## src/rtl/clock_pkg.sv

```systemverilog
// Shared types and constants for the digital clock time-keeping slice.
package clock_pkg;

    typedef enum logic [1:0] {
        MODE_RUN      = 2'd0,
        MODE_SET_HOUR = 2'd1,
        MODE_SET_MIN  = 2'd2
    } mode_t;

    localparam int unsigned SEC_MOD = 60;
    localparam int unsigned MIN_MOD = 60;

    localparam int unsigned SEC_W  = 6;
    localparam int unsigned MIN_W  = 6;
    localparam int unsigned HOUR_W = 5;

endpackage

```

## src/rtl/mod_counter.sv

```systemverilog
// Modulo-MOD up-counter with synchronous clear; wrap flags the MOD-1 -> 0 step.
module mod_counter #(
    parameter int unsigned WIDTH = 6,
    parameter int unsigned MOD   = 60
) (
    input  logic             clk,
    input  logic             rst,
    input  logic             en,
    input  logic             clr,
    output logic [WIDTH-1:0] value,
    output logic             wrap
);

    localparam logic [WIDTH-1:0] MaxVal = WIDTH'(MOD - 1);

    logic [WIDTH-1:0] value_q;

    assign value = value_q;
    // Combinational so the next stage can carry in the same cycle.
    assign wrap  = en & (value_q == MaxVal);

    // Count register; clear wins over enable.
    always_ff @(posedge clk) begin
        if (rst) begin
            value_q <= '0;
        end else if (clr) begin
            value_q <= '0;
        end else if (en) begin
            value_q <= wrap ? '0 : value_q + WIDTH'(1);
        end
    end

endmodule

```

## src/rtl/clock_controller.sv

```systemverilog
// Time-keeping controller: seconds/minutes/hours chain plus set-mode FSM.
// Optional feature: define CLOCK_SEC_CLEAR_EN to clear seconds when leaving SET_MIN.
module clock_controller
    import clock_pkg::*;
#(
    parameter int unsigned HOUR_MOD = 24
) (
    input  logic              clk,
    input  logic              rst,
    input  logic              tick,
    input  logic              btn_mode,
    input  logic              btn_inc,
    output logic [SEC_W-1:0]  second,
    output logic [MIN_W-1:0]  minute,
    output logic [HOUR_W-1:0] hour,
    output logic [1:0]        mode,
    output logic              blink,
    output logic              day_pulse
);

    mode_t mode_q, mode_d;
    logic  btn_mode_q, btn_inc_q;
    logic  blink_q, blink_d;
    logic  day_pulse_q, day_pulse_d;

    logic  mode_edge, inc_edge;
    logic  sec_en, min_en, hour_en, sec_clr;
    logic  sec_wrap, min_wrap, hour_wrap;

    assign mode_edge = btn_mode & ~btn_mode_q;
    assign inc_edge  = btn_inc & ~btn_inc_q;

    mod_counter #(.WIDTH(SEC_W), .MOD(SEC_MOD)) u_sec (
        .clk   (clk),
        .rst   (rst),
        .en    (sec_en),
        .clr   (sec_clr),
        .value (second),
        .wrap  (sec_wrap)
    );

    mod_counter #(.WIDTH(MIN_W), .MOD(MIN_MOD)) u_min (
        .clk   (clk),
        .rst   (rst),
        .en    (min_en),
        .clr   (1'b0),
        .value (minute),
        .wrap  (min_wrap)
    );

    mod_counter #(.WIDTH(HOUR_W), .MOD(HOUR_MOD)) u_hour (
        .clk   (clk),
        .rst   (rst),
        .en    (hour_en),
        .clr   (1'b0),
        .value (hour),
        .wrap  (hour_wrap)
    );

    // State, button history and registered flags; history resets high so a held button is inert.
    always_ff @(posedge clk) begin
        if (rst) begin
            mode_q      <= MODE_RUN;
            btn_mode_q  <= 1'b1;
            btn_inc_q   <= 1'b1;
            blink_q     <= 1'b0;
            day_pulse_q <= 1'b0;
        end else begin
            mode_q      <= mode_d;
            btn_mode_q  <= btn_mode;
            btn_inc_q   <= btn_inc;
            blink_q     <= blink_d;
            day_pulse_q <= day_pulse_d;
        end
    end

    // Next mode and counter enables; a mode edge always suppresses a coincident increment.
    always_comb begin
        mode_d      = mode_q;
        sec_en      = 1'b0;
        min_en      = 1'b0;
        hour_en     = 1'b0;
        sec_clr     = 1'b0;
        day_pulse_d = 1'b0;
        case (mode_q)
            MODE_RUN: begin
                sec_en      = tick;
                min_en      = sec_wrap;
                hour_en     = min_wrap;
                day_pulse_d = hour_wrap;
                if (mode_edge) mode_d = MODE_SET_HOUR;
            end
            MODE_SET_HOUR: begin
                if (mode_edge) mode_d = MODE_SET_MIN;
                else           hour_en = inc_edge;
            end
            MODE_SET_MIN: begin
                if (mode_edge) begin
                    mode_d = MODE_RUN;
`ifdef CLOCK_SEC_CLEAR_EN
                    sec_clr = 1'b1;
`endif
                end else begin
                    min_en = inc_edge;
                end
            end
            default: mode_d = MODE_RUN;
        endcase
    end

    // Blink phase: toggles per tick while setting, shows the field on any change.
    always_comb begin
        blink_d = blink_q;
        if (mode_d != mode_q || mode_q == MODE_RUN) begin
            blink_d = 1'b0;
        end else if (inc_edge) begin
            blink_d = 1'b0;
        end else if (tick) begin
            blink_d = ~blink_q;
        end
    end

    assign mode      = mode_q;
    assign blink     = blink_q;
    assign day_pulse = day_pulse_q;

endmodule

```

## config.mk

```make
export PLATFORM = sky130hd
export DESIGN_NAME = clock_controller
export DESIGN_NICKNAME = d
export VERILOG_FILES = /design/src/rtl/clock_pkg.sv /design/src/rtl/mod_counter.sv /design/src/rtl/clock_controller.sv
export SDC_FILE = /design/constraint.sdc
export NUM_CORES = 1
export LEC_CHECK = 0
export BUFFER_PORTS_ARGS = -buffer_cell sky130_fd_sc_hd__buf_2
export CAP_MARGIN = 20
export CORE_MARGIN = 3
export CORE_UTILIZATION = 29
export DETAILED_ROUTE_END_ITERATION = 10
export PLACE_DENSITY = 0.48
export SYNTH_ARGS = -nofsm -noshare
export SYNTH_HDL_FRONTEND = slang
export SYNTH_HIERARCHICAL = 1
export SYNTH_SLANG_ARGS = --single-unit
```

## constraint.sdc

```tcl
create_clock -name clk -period 3.05 [get_ports clk]
set_input_delay 0.305 -clock clk [delete_from_list [all_inputs] [get_ports clk]]
set_output_delay 0.305 -clock clk [all_outputs]
set_load 0.01 [all_outputs]
```

=== After elaboration in Yosys (flattened, before gate mapping) ===
Index checks and enable logic that the tools add are counted.

* Output and inout bits: 21
* Register bits: 23

* Reduce and logical (&&, ||, !) cells: 4
* Mux-type cells: 11
* Add/subtract/negate cells: 3
* Eq/ne operators: 6
* Bitwise operators: 9

{| class="wikitable"
|+ Operators by type and width
! kind !! count
|-
| $add A6 B1 Y6 const B || 2
|-
| $eq A6 B6 Y1 const B || 2
|-
| $mux W6 || 2
|-
| $mux W2 || 3
|-
| $pmux W2 S3 || 1
|-
| $add A5 B1 Y5 const B || 1
|-
| $and A1 B1 Y1 || 5
|-
| $eq A5 B5 Y1 const B || 1
|-
| $mux W5 || 1
|-
| $not A1 Y1 || 4
|-
| $pmux W1 S2 || 2
|-
| $reduce_or A3 Y1 || 1
|-
| $eq A2 B1 Y1 const B || 1
|-
| $eq A2 B2 Y1 const B || 1
|-
| $logic_not A2 Y1 || 1
|-
| $mux W1 || 2
|-
| $ne A2 B2 Y1 || 1
|-
| $reduce_or A2 Y1 || 1
|-
| $logic_or A1 B1 Y1 || 1
|}

=== Logic depth before layout (Yosys ltp) ===
Gate-level depths: netlist (run 1).

* Word-level depth: 8
* Mapped depth: 12

=== Cells and area by module ===
The synthesis (run 1) kept the hierarchy.

{| class="wikitable"
|+ Modules (own cells, without submodules)
! module !! seq. area each (µm²) !! cells each !! times used !! area an instance (µm²)
|-
| mod_counter (u_min ...) || 120.1 || 30 || 2 || 302.8
|-
| clock_controller || 120.1 || 26 || 1 || 269.0
|-
| mod_counter (u_hour) || 100.1 || 26 || 1 || 255.2
|}

=== Worst setup path before layout (run 1) ===
Ideal clock, no wire load.

* Path type: reg2reg
* From: register mode_q[0] (netlist: mode[0])
* To: register u_hour.value_q[3] (netlist: u_hour/value[3])
* Arrival time: 2.740 ns
* Cell stages (with the launch flop): 13
* Buffers on the path: 1
* Library setup time: 0.116 ns
* Setup slack: 0.194 ns
* Required time: 2.934 ns
* Path through: dfxtp_1 > nor2_1 > and2_1 > nand2_1 > nor4b_4 > a22o_1 > nand2_1 > nor4b_4 > a22o_1 > clkbuf_2 > nand4_1 > mux2i_1 > nor3_2

* Longest elaborated chain between the ends: 8
* Elaborated cells between the ends (all ways): 10
* Classes of those cells: eq/ne: 2; mux: 4; bitwise: 3; reduce/logical: 1

{| class="wikitable"
|+ Ends and longest elaborated chain
! item !! line !! RTL
|-
| start: declaration || clock_controller.sv:21 || <nowiki>mode_t mode_q, mode_d;</nowiki>
|-
| start signal: assignment || clock_controller.sv:69 || <nowiki>mode_q <= mode_d;</nowiki>
|-
| $logic_not A2 Y1 * || clock_controller.sv:85 || <nowiki>case (mode_q)</nowiki>
|-
| $mux W1 * || clock_controller.sv:85 ||
|-
| named net sec_en || clock_controller.sv:27 || <nowiki>logic sec_en, min_en, hour_en, sec_clr;</nowiki>
|-
| $and A1 B1 Y1 * || mod_counter.sv:20 || <nowiki>assign wrap = en & (value_q == MaxVal);</nowiki>
|-
| named net sec_wrap || clock_controller.sv:28 || <nowiki>logic sec_wrap, min_wrap, hour_wrap;</nowiki>
|-
| $pmux W1 S2 * || clock_controller.sv:85 ||
|-
| named net min_en || clock_controller.sv:27 ||
|-
| $and A1 B1 Y1 * || mod_counter.sv:20 ||
|-
| named net min_wrap || clock_controller.sv:28 ||
|-
| $pmux W1 S2 * || clock_controller.sv:85 ||
|-
| named net hour_en || clock_controller.sv:27 ||
|-
| $and A1 B1 Y1 || mod_counter.sv:20 ||
|-
| $mux W5 || mod_counter.sv:29 || <nowiki>value_q <= wrap ? '0 : value_q + WIDTH'(1);</nowiki>
|-
| end signal: assignment || mod_counter.sv:29 ||
|-
| end: declaration || mod_counter.sv:16 || <nowiki>logic [WIDTH-1:0] value_q;</nowiki>
|}

Mark *: on every way through the listed nets, which the timed path passes. The rest lies on a longest branch.
A chain may end at the register's enable or synchronous reset.

=== Worst setup path in the final report (run 1) ===
Same ends and word-level chain as after synthesis.

==> metrics, run 1 <==
status completed; RSZ-0062 raised after global routing no; hold path cells 2; RD Place Congestion 0.775; Seq/Total Area, Yosys 40.8%; WL/cell 11.5 µm; Synth top area share 40.8%; initial antenna violation count 0; CP Cell Sequence nor2_1, and2_1, nand2_1, nor4b_4, a22o_1, nand2_1, nor4b_4, a22o_1, nand4_1, mux2i_1, nor3_2; Port-buffer cells 25; CP Capture Type flip-flop; Final #Nets 157; drt pass-1 iters 2; worst r2r path cells 11; Post-synth EDFFs 0; peak supply drop 0.000135 V; LEAKAGE 0.591 nW; Syn. warnings 6; chip width 68.4 µm; Buffers & Inverters on Critical Path 0; min Tclk post-route 2.60 ns; diode count 0; slowest CP cell dfxtp_1; largest net degree at the start of global routing 14; Sw Ratio 22.4%; Clk Tree Root Cell clkbuf_8; number of distinct library cells after synthesis 40; ANT nets after route 0; Die ar. 4680 µm²; Die H 68.4 µm; worst min-delay path class input port to flip-flop; Max Slew Vio Count 0; setup TNS 0 ns; f_max 385 MHz; cell row count 22; post-CTS resize count 0; Max clock buf depth 2; drt total wl 2.26 mm; # hold bufs at CTS 0; DR vias/cell 4.64; fin crit share 85.2%; Critical R2R Capture u_hour/value[3]; Seq cells post-synth 23; Initial DRC Count 25; share of cells above drive strength 1 31.8%; Area Growth Syn to Fin 24.0%; final setup vio count 0; cell internal pwr 409 µW; Synth Instances 112; sequential share of power 58.4%; CTS Buf Count 3; Synth Cell Area 1130 µm²; Final Hold Vio Count 0; top post-synthesis cells by area dfxtp_1, mux2i_1, xor2_1; Worst-Skew Late Latency 0.26 ns; CTS tree done; htree depth 1; Placed Instances 192; Reg2Reg Launch Point mode[0]; pwr dens 376 nW/µm²; Endpoint, Worst Hold btn_mode_q; non-filler instance count after layout 196; Clock Sinks 23; clock skew 0.00545 ns; Worst Path Arrival 2.75 ns; hold wc startpoint btn_mode; worst path required time 3.20 ns; Clock Power Share 35.5%; residual DRC count 0; vias in the first global route 832; remaining global-route overflow 0; hpwl dp 1.75 mm; FILL cells 403; Vias 910; first-pass GRT wire length 3.66 mm; CP max FO 7; max cap viols 0; Setup Buffers After CTS 0; crit-path max cell delay 0.36 ns; CP top delay family simple AND/OR/NAND/NOR gates; Core Area 3720 µm²; critical path class flip-flop to flip-flop; Top FF cell, synth dfxtp_1; flop2flop setup slack 0.45 ns; dominant cell type by area after synthesis dfxtp_1; Logic pwr share 6.1%; Starting Density 30.4%; # IOs 26; GRT Util Overall 10.5%; PnR Total Power 527 µW; Setup crit start kind flip-flop; clock-pin slew on the worst setup and hold paths 0.08 ns; fraction of registers with async set/reset 0%; Mean Syn Cell Area 10.1 µm²; P_sw 118 µW
==> worst reg2reg max path, cell delays in order, from the launching register on <==
cell and delay, ns:
dfxtp_1 0.36, nor2_1 0.19, and2_1 0.17, nand2_1 0.11
nor4b_4 0.29, a22o_1 0.19, nand2_1 0.12, nor4b_4 0.29
a22o_1 0.33, nand4_1 0.15, mux2i_1 0.24, nor3_2 0.05
==> power groups by stage <==
| stage | combinational (mW) | clock, mW | sequential [mW] |
|---|---|---|---|
| 4_1_cts | 0.0328 | 0.198 | 0.308 |
| 3_3_place_gp | 0.0327 | 0 | 0.314 |
| 5_1_grt | 0.0365 | 0.211 | 0.308 |
| 6_report | 0.0322 | 0.187 | 0.308 |
| 2_1_floorplan | 0.0189 | 0 | 0.315 |
| 3_5_place_dp | 0.0327 | 0 | 0.315 |
==> flip-flops by register name (all words and copies together) (netlist names) <==
name	count
blink	1
btn_inc_q	1
btn_mode_q	1
day_pulse	1
mode	2
u_hour/value	5
u_min/value	6
u_sec/value	6
==> worst max-delay path by stage <==
| stage | startpoint | end | slack (ns) | depth (start not counted) |
|---|---|---|---|---|
| after floorplan | mode[0] | u_hour/value[3] | 0.19 | 12 |
| after detailed placement | mode[0] | u_hour/value[3] | 0.45 | 11 |
| final | mode[0] | u_hour/value[3] | 0.45 | 11 |
| after global routing | mode[0] | day_pulse | 0.20 | 11 |
| after global placement | mode[0] | u_hour/value[3] | 0.54 | 11 |
| after CTS | mode[0] | u_hour/value[3] | 0.43 | 11 |
==> kinds of logic (layout without fill, tap and decap cells) <==
kind of cell	count (synthesis)	count (layout)	synth area share [%]
buffers and inverters	4	34	1.44
muxes	6	6	5.32
xor gates and xnor gates	7	7	5.43
other	1	7	0.332
and+or+nand+nor	52	52	32.3
DFF	23	23	40.8
AOI/OAI and AO/OA	16	16	11.1
adders and majority gates	3	3	3.32
==> cell usage in the layout (no fill, tap or decap), types with 2 or more instances in the layout <==
master,instances
or3_1,2
dfxtp_1,23
o21ai_0,2
ha_1,3
nor4b_4,2
or3b_1,2
nand2_1,7
and2b_1,2
nor2_1,5
a21oi_1,3
nand2b_1,2
nor3_1,8
conb_1,7
a211oi_2,2
o2111ai_1,2
or2_2,4
mux2i_1,6
or2_0,2
nand4_2,2
a22o_1,2
buf_2,25
clkbuf_8,3
xor2_1,6
nand4_1,4
o22ai_1,2
buf_4,4
==> routing by layer <==
layer,up-vias,part of all wire [%],track usage (%),wire length (µm)
met2,12,45,16.7,1020
met1,423,49,13.0,1120
li1,471,-,-,-
met3,4,3.5,2.46,80
met5,-,0,0,0
met4,0,1.8,5.96,41
==> final cells by class <==
class,count,area [µm²],share of cell area (%)
tap,48,60.1,4.29
clock inverter,1,5.00,0.357
timing repair buffer,29,155,11.1
sequential,23,460,32.9
inverter,1,3.75,0.268
multi-input combinational,91,676,48.2
clock buffer,3,41.3,2.95
==> cell usage after synthesis, types with 2 or more instances <==
| library cell | instances |
|---|---|
| dfxtp_1 | 23 |
| or3b_1 | 2 |
| nor4b_4 | 2 |
| o21ai_0 | 2 |
| or3_1 | 2 |
| nor2_1 | 5 |
| a22o_1 | 2 |
| nand2_1 | 7 |
| or2_2 | 4 |
| ha_1 | 3 |
| nor3_1 | 8 |
| nand2b_1 | 2 |
| a211oi_2 | 2 |
| a21oi_1 | 3 |
| nand4_1 | 4 |
| xor2_1 | 6 |
| or2_0 | 2 |
| clkbuf_1 | 2 |
| o22ai_1 | 2 |
| mux2i_1 | 6 |
| and2b_1 | 2 |
| o2111ai_1 | 2 |
| nand4_2 | 2 |
==> stage by stage <==
step / util, % / hold WS [ns] / cell area [µm²] / worst slack (ns)
floorplan: - / 0.376 / 1150 / 0.194
global placement: 36.5 / 0.466 / 1360 / 0.538
detailed placement: 36.5 / 0.468 / 1360 / 0.447
CTS: 37.7 / 0.230 / 1400 / 0.428
global route: 37.7 / 0.231 / 1400 / 0.201
finish: 37.7 / 0.239 / 1400 / 0.450
Power figures use the tool's default switching activity.
==> inputs of run 2 (changes only) <==
Settings changed: CELL_PAD_IN_SITES_DETAIL_PLACEMENT from default to 0, CELL_PAD_IN_SITES_GLOBAL_PLACEMENT from default to 1, PLACE_DENSITY 0.48 to 0.59.
==> metrics, run 2 (synthesis gave the netlist of run 1 again) <==
Vias 901 (-0.99%); cell row count 22 (unchanged); Setup crit start kind flip-flop; CP Capture Type flip-flop; critical path class flip-flop to flip-flop; Die H 68.4 µm (unchanged); drt pass-1 iters 4 (+2); final setup vio count 0 (unchanged); setup TNS 0 ns (unchanged); LEAKAGE 0.585 nW (-0.92%); Worst-Skew Late Latency 0.26 ns (about the same); GRT Util Overall 10.7% (+0.14 points); Clock Sinks 23 (unchanged); Die ar. 4680 µm² (unchanged); diode count 0 (unchanged); first-pass GRT wire length 3.77 mm (+2.8%); residual DRC count 0 (unchanged); hpwl dp 1.74 mm (-0.63%); worst path required time 3.21 ns (about the same); clock-pin slew on the worst setup and hold paths 0.08 ns (about the same); PnR Total Power 530 µW (+0.55%); Setup Buffers After CTS 0 (unchanged); commonest non-fill, non-tap cells in the layout buf_2, dfxtp_1, nor3_1, conb_1, nand2_1; Port-buffer cells 25 (unchanged); vias in the first global route 857 (+3.0%); Max Slew Vio Count 0 (unchanged); status completed; Worst Path Arrival 2.93 ns (+0.18 ns); CP max FO 7 (unchanged); fin crit share 90.8% (+5.6 points); Core Area 3720 µm² (unchanged); htree depth 1 (unchanged); share of cells above drive strength 1 31.3% (-0.46 points); Clk Tree Root Cell clkbuf_8; non-filler instance count after layout 195 (-0.51%); RSZ-0062 raised after global routing no; Max clock buf depth 2 (unchanged); Final Hold Vio Count 0 (unchanged); min Tclk post-route 2.77 ns (+0.170 ns); CTS tree done; DR vias/cell 4.62 (-0.48%); Final #Nets 156 (-0.64%); ANT nets after route 0 (unchanged); Placed Instances 191 (-0.52%); # IOs 26 (unchanged); CTS Buf Count 3 (unchanged); largest net degree at the start of global routing 14 (unchanged); max cap viols 0 (unchanged); commonest non-fill, non-tap cell in the layout buf_2; initial antenna violation count 0 (unchanged); WL/cell 11.7 µm (+1.2%); chip width 68.4 µm (unchanged); f_max 361 MHz (-6.1%); Initial DRC Count 66 (+160%); pwr dens 380 nW/µm² (+1.1%); Area Growth Syn to Fin 23.4%; RD Place Congestion 0.706 (-9.0%); drt total wl 2.28 mm (+0.66%); clock skew 0.00102 ns (-0.00442 ns); Starting Density 30.4% (unchanged); # hold bufs at CTS 0 (unchanged); Hold WS 0.252 ns (+0.0128 ns); peak supply drop 0.000154 V (+14%); remaining global-route overflow 0 (unchanged); post-CTS resize count 0 (unchanged); worst min-delay path class input port to flip-flop
[run 2: cell count changes in the layout (fill, tap and decap cells not counted), sizes merged]
| cell | change |
|---|---|
| buf | -1 |
[run 2: through the flow]
stage                     util (%)  worst slack, ns  cell area [µm²]
after CTS                     37.5            0.218             1390
after global placement        36.3            0.338             1350
after detailed placement      36.3            0.243             1350
after global routing          37.5          0.00503             1390
final                         37.5            0.280             1390
after floorplan                  -            0.194             1150
[run 2: cell type report]
| class | count | area (µm²) |
|---|---|---|
| Fill cell | 411 | 2320 |
| Clock inverter | 1 | 5.00 |
| Sequential cell | 23 | 460 |
| Timing Repair Buffer | 28 | 148 |
| Multi-Input combinational cell | 91 | 676 |
| Inverter | 1 | 3.75 |
| Tap cell | 48 | 60.1 |
| Clock buffer | 3 | 41.3 |
[run 2: routing by layer]
metal,wire (µm),GRT usage [%],vias up
li1,-,-,473
met1,1100,13.7,414
met2,1070,16.9,12
met3,87,1.97,2
met4,17,5.46,0
met5,0,0,-
[run 2: path summary, 6_finish.rpt]
check / startpoint / endpoint / slack, ns / cells past startpoint
setup / recovery: mode[0] / day_pulse / 0.28 / 11
hold / removal: btn_mode / btn_mode_q / 0.25 / 2
setup reg to reg: mode[0] / day_pulse / 0.28 / 11
hold reg to reg: u_sec/value[4] / u_sec/value[4] / 0.48 / 2
[run 2: critical path: stages, from the launching register on]
cell,delay (ns)
dfxtp_1,0.36
nor2_1,0.19
and2_1,0.17
nand2_1,0.11
nor4b_4,0.29
a22o_1,0.19
nand2_1,0.11
nor4b_4,0.41
a22o_1,0.36
nand4_1,0.12
nor2_1,0.10
nor4b_1,0.24
[run 2: where the power goes]
| group | total (mW) | internal [mW] | leakage [nW] | switching, mW |
|---|---|---|---|---|
| Sequential | 0.308 | 0.304 | 0.186 | 0.00414 |
| Clock | 0.190 | 0.0911 | 0.0255 | 0.0986 |
| Combinational | 0.0324 | 0.0139 | 0.374 | 0.0185 |
